### src/rtl/instr_cache_pkg.sv
// Shared types and constants for the instruction-cache refill controller.
//   fill_state_t : refill FSM states (IDLE, FILL, DONE)
//   WORD_OFF_W   : word-offset width of the default line size
//   BYTE_OFF_W   : byte-offset width within a 32-bit word
package instr_cache_pkg;

    typedef enum logic [1:0] {
        IDLE = 2'd0,
        FILL = 2'd1,
        DONE = 2'd2
    } fill_state_t;

    localparam int unsigned WORD_OFF_W    = 2;
    localparam int unsigned DEF_BLOCKSIZE = 1 << WORD_OFF_W;
    localparam int unsigned BYTE_OFF_W    = 2;

endpackage

### src/rtl/instr_cache_victim_sel.sv
// Round-robin victim pointer for the instruction cache.
//   clk, reset (sync, active-low)
//   advance : step to the next way at the end of a refill
//   victim  : one-hot selected way, way 0 after reset
module instr_cache_victim_sel #(
    parameter int unsigned ways = 2
) (
    input  logic            clk,
    input  logic            reset,
    input  logic            advance,
    output logic [ways-1:0] victim
);

    localparam logic [ways-1:0] FIRST = ways'(1);
    localparam logic [ways-1:0] LAST  = FIRST << (ways - 1);

    // One-hot rotate; wraps from the last way back to way 0.
    always_ff @(posedge clk) begin
        if (!reset) begin
            victim <= FIRST;
        end else if (advance) begin
            victim <= (victim == LAST) ? FIRST : (victim << 1);
        end
    end

endmodule

### src/rtl/instr_cache_fill_ctrl.sv
// Instruction-cache miss handler and line refill controller.
// Detects a fetch miss, stalls fetch, bursts one line from memory and writes
// it beat-by-beat into the round-robin victim way, then releases the stall.
//   clk, reset (sync, active-low)
//   req, A, hit              : fetch-side lookup
//   stall, busy              : fetch stall / refill in progress
//   mem_req, mem_addr        : memory read request and current beat address
//   mem_ready, mem_rd        : beat accepted / beat data
//   way_we, way_wd, way_a    : one-hot write port into the victim way
// Build option: FILL_CRITICAL_WORD_FIRST_EN starts the burst at the missing
// word and wraps the offset modulo the line size.
module instr_cache_fill_ctrl
    import instr_cache_pkg::*;
#(
    parameter int unsigned blocksize = DEF_BLOCKSIZE,
    parameter int unsigned ways      = 2,
    parameter int unsigned tagbits   = 14
) (
    input  logic            clk,
    input  logic            reset,
    input  logic            req,
    input  logic [31:0]     A,
    input  logic            hit,
    output logic            stall,
    output logic            busy,
    output logic            mem_req,
    output logic [31:0]     mem_addr,
    input  logic            mem_ready,
    input  logic [31:0]     mem_rd,
    output logic [ways-1:0] way_we,
    output logic [31:0]     way_wd,
    output logic [31:0]     way_a
);

    localparam int unsigned OFFW  = $clog2(blocksize);
    localparam int unsigned LINEW = 32 - OFFW - BYTE_OFF_W;
    localparam logic [OFFW-1:0] LAST_BEAT = OFFW'(blocksize - 1);

    // Reject line sizes that are not a power of two >= 2 and empty tags.
    if (blocksize < 2 || (blocksize & (blocksize - 1)) != 0 || tagbits == 0 || ways == 0) begin : g_cfg_invalid
        $error("instr_cache_fill_ctrl: unsupported configuration");
    end

    fill_state_t      state;
    logic [LINEW-1:0] line_q;
    logic [OFFW-1:0]  start_q;
    logic [OFFW-1:0]  count_q;
    logic [ways-1:0]  victim_q;
    logic [ways-1:0]  rr_victim;
    logic [OFFW-1:0]  beat_off;
    logic [31:0]      cur_addr;
    logic             miss;
    logic             filling;
    logic             beat;
    logic             unused_a;

    assign unused_a = ^A[OFFW+BYTE_OFF_W-1:0];

    instr_cache_victim_sel #(
        .ways(ways)
    ) u_victim_sel (
        .clk    (clk),
        .reset  (reset),
        .advance(state == DONE),
        .victim (rr_victim)
    );

    assign miss     = req & ~hit;
    // Offset arithmetic is OFFW bits wide, so it wraps modulo the line size.
    assign beat_off = start_q + count_q;
    assign cur_addr = {line_q, beat_off, {BYTE_OFF_W{1'b0}}};

    // Outputs are gated by reset so a mid-fill reset stops writes at once.
    assign filling  = reset && (state == FILL);
    assign beat     = filling && mem_ready;
    assign stall    = reset && ((state == IDLE) ? miss : 1'b1);
    assign busy     = reset && (state != IDLE);
    assign mem_req  = filling;
    assign mem_addr = filling ? cur_addr : 32'd0;
    assign way_we   = beat ? victim_q : '0;
    assign way_wd   = beat ? mem_rd : 32'd0;
    assign way_a    = beat ? cur_addr : 32'd0;

    // Refill FSM: latch line and victim on a miss, count beats, one DONE cycle.
    always_ff @(posedge clk) begin
        if (!reset) begin
            state    <= IDLE;
            line_q   <= '0;
            start_q  <= '0;
            count_q  <= '0;
            victim_q <= '0;
        end else begin
            case (state)
                IDLE: begin
                    if (miss) begin
                        line_q   <= A[31:OFFW+BYTE_OFF_W];
`ifdef FILL_CRITICAL_WORD_FIRST_EN
                        start_q  <= A[OFFW+BYTE_OFF_W-1:BYTE_OFF_W];
`else
                        start_q  <= '0;
`endif
                        victim_q <= rr_victim;
                        count_q  <= '0;
                        state    <= FILL;
                    end
                end
                FILL: begin
                    if (mem_ready) begin
                        count_q <= count_q + OFFW'(1);
                        if (count_q == LAST_BEAT) begin
                            state <= DONE;
                        end
                    end
                end
                DONE: begin
                    state <= IDLE;
                end
                default: begin
                    state <= IDLE;
                end
            endcase
        end
    end

endmodule
### config.mk
export PLATFORM = sky130hd
export DESIGN_NAME = instr_cache_fill_ctrl
export DESIGN_NICKNAME = d
export VERILOG_FILES = /design/src/rtl/instr_cache_pkg.sv /design/src/rtl/instr_cache_victim_sel.sv /design/src/rtl/instr_cache_fill_ctrl.sv
export SDC_FILE = /design/constraint.sdc
export NUM_CORES = 1
export LEC_CHECK = 0
export CORE_MARGIN = 2
export CORE_UTILIZATION = 30
export DETAILED_ROUTE_END_ITERATION = 8
export PLACE_DENSITY = 0.75
export SLEW_MARGIN = 20
export SYNTH_ARGS = -nofsm -noshare
export SYNTH_HDL_FRONTEND = slang
export SYNTH_SLANG_ARGS = --single-unit
### constraint.sdc
create_clock -name clk -period 1.71 [get_ports clk]
set_clock_uncertainty 0.1 [all_clocks]
set_input_delay 0.342 -clock clk [delete_from_list [all_inputs] [get_ports clk]]
set_output_delay 0.342 -clock clk [all_outputs]
set_load 0.1 [all_outputs]
==> results.cfg <==
[run_status]
status = finished, violations left
violations = setup timing

[global_routing]
grt_usage_pct = 25.28
grt_pass1_vias = 2787
grt_max_degree = 42
antenna_found_initial = 0
grt_pass1_wl_mm = 14.87
grt_overflow = 0

[layout]
diodes = 0
area_growth_pct = 174.0
nFillCells = 359
nets = 523
drive_above_1_share_pct = 52.86
final_cells = 534

[pwr]
worst_ir_drop_vdd_uv = 650.8
p_int_mw = 1.595
leakage_nw = 2.285
p_clk_share_pct = 26.5
p_per_area_mw_per_mm2 = 409.3
power_switching_uw = 748.7
seqPwrFrac_pct = 38.6
swShare_pct = 31.95
p_total_mw = 2.344
combPwrFrac_pct = 34.9

[synthesis]
synthTopCellsByArea = dfxtp_1 34%, and3_1 19%, nand2_1 12%
ys.flop_type = dfxtp_1
yosys_warnings = 0
ys_seq_area_share_pct = 34.49
async_reset_ff_share_pct = 0
netlist_instances = 279
synth-edff-count = 0
synth_top_area_share_pct = 34.49
yosysUniqueCellTypes = 24
synth_common_cells = 66 x nand2_1, 65 x and3_1, 36 x dfxtp_1
syn_avg_cell_area_sq_um = 7.489
synth-seq-cells = 36
syn-cell-area_sq_mm = 0.002090
yosysTopAreaCell = dfxtp_1
synth_most_common_cell = nand2_1

[setup_path]
end_kind = output port
crit_fanout = 6
worstPathArrival_ns = 1.72
slowest_delay_ns = 0.33
required_ns = 1.27
cp_top_family = buffers and inverters
start_kind = flip-flop
worst-path-buf-inv = 4
crit_slowest_cell = dfxtp_2
cpMostUsedCell = buf_12
crit_type = flip-flop to output port
cp_cell_sequence = and3b_2 > buf_12 > buf_12 > clkbuf_16 > and3_4 > buf_12

[cts]
clockBufferDepth = 2
clk_pin_slew_ns = 0.07
clock_latency_ns = 0.28
cts_tree = yes
h-tree-depth = 2
cts_sinks = 36
cts_hold_buf = 0
cts_buffers = 5
clockRootBuffer = clkbuf_8

[sta]
hold_violations = 0
min_period_ns = 2.158
setup_viol = 102
min_period_over_period_pct = 126.2
rsz0062_at_grt = yes
max_freq_mhz = 463.4
final.setup.worst_slack_ns = -0.4481
slew_viol_final = 0

[placed_design]
port_buffers = 161
dpl.cell_count = 504
pre_cts_ws_ns = -0.4487
gp_congestion = 0.7414
dp_hpwl_mm = 6.197

[floorplanning]
num_rows = 30
core_sq_mm = 0.006756
die_height_microns = 87.46
ios = 170
die_area_sq_mm = 0.007648
die_w_microns = 87.46
start_util_pct = 30.93

[routing]
vias = 2681
ant_nets = 0
wl_per_cell_microns = 18.88
firstDrtPassIters = 4
post_drt_via_cell_ratio = 5.021
route.detailed.drc = 0
wl_mm = 10.08
drtIter0Drc = 92

[run]
cap_violations = 0

[min_path]
hp-class = flip-flop to flip-flop
[stage by stage]
stage | cell area (sq um) | utilization [%] | hold slack [ns] | TNS (ns)
3_5_place_dp | 5184 | 76.72 | 0.3462 | -45.67
2_1_floorplan | 2557 | - | 0.3362 | -3.333
4_1_cts | 5590 | 82.74 | 0.3562 | -30.98
5_1_grt | 5725 | 84.74 | 0.3768 | -41.25
3_3_place_gp | 5184 | 76.72 | 0.3450 | -43.64
6_report | 5725 | 84.74 | 0.3552 | -37.31
[flip-flops by register name, indices dropped and copies added, names as in the netlist]
signal / flops
u_victim_sel.victim: 2
state: 2
victim_q: 2
count_q: 2
line_q: 28
[layout by cell type, fill, tap and decap left out, types with 2 or more instances in the layout]
master	instances
o22ai_1	2
conb_1	4
nand2_1	66
clkbuf_16	5
and3_4	64
nand3b_1	2
dlygate4sd2_1	3
a21boi_0	2
dfxtp_1	34
buf_6	8
buf_4	9
and2_4	30
dfxtp_2	2
clkbuf_1	2
nand2b_1	3
nor2b_1	2
clkbuf_8	6
buf_16	6
a21boi_1	29
clkdlybuf4s50_1	60
buf_12	104
[worst paths after layout]
kind | end | from | slack, ns | depth (start not counted)
worst max-delay path | way_wd[19] | state[1] | -0.45 | 6
worst min-delay path | victim_q[0] | victim_q[0] | 0.36 | 2
worst min register to register | victim_q[0] | victim_q[0] | 0.36 | 2
worst max register to register | count_q[0] | state[1] | -0.05 | 6
[timing repair]
action	CTS	global route
endpoints found under the hold margin	0	0
gates resized for setup	25	6
setup buffers	7	6
pin swaps	23	17
gates cloned	7	5
endpoints found under the setup margin	97	97
[per-layer routing]
metal	up-vias	global-route usage, %	wire length, microns
li1	1272	-	-
met3	20	6.351	631
met1	1269	26.60	3689
met5	-	0	0
met2	120	48.90	5522
met4	0	7.133	237
[worst register-to-register path: stages, from the launching register on]
cell     delay [ns]
dfxtp_2        0.33
buf_4          0.13
buf_6          0.12
or4b_1         0.55
buf_4          0.21
nand2_1        0.10
o22ai_1        0.10
[cell families after synthesis]
logic type / count (synthesis) / synth area share, %
multiplexers: 1 / 0.4791
buffers and inverters: 33 / 7.545
AND/OR/NAND/NOR: 171 / 43.83
AO/OA/AOI/OAI: 36 / 12.87
flip-flops: 36 / 34.49
other: 1 / 0.1795
adder cells (fa/ha/maj): 1 / 0.5987
[power groups by stage]
stage                     Sequential, mW  Clock, mW  Combinational (mW)
final                              0.905      0.621               0.818
after global placement             0.918          0               0.692
after detailed placement           0.921          0               0.706
after floorplan                    0.915          0               0.406
after CTS                          0.902      0.635               0.785
after global routing               0.908      0.678               0.854
[final cells by class]
cell class                 instances  area (sq um)  share of cell area (%)
timing repair buffer             197          3177                   55.49
multi-input combinational        213          1635                   28.56
sequential                        36         723.2                   12.63
tap                               80         100.1                   1.748
clock buffer                       8         90.09                   1.573
No activity file was read; power rests on OpenSTA's default activity.
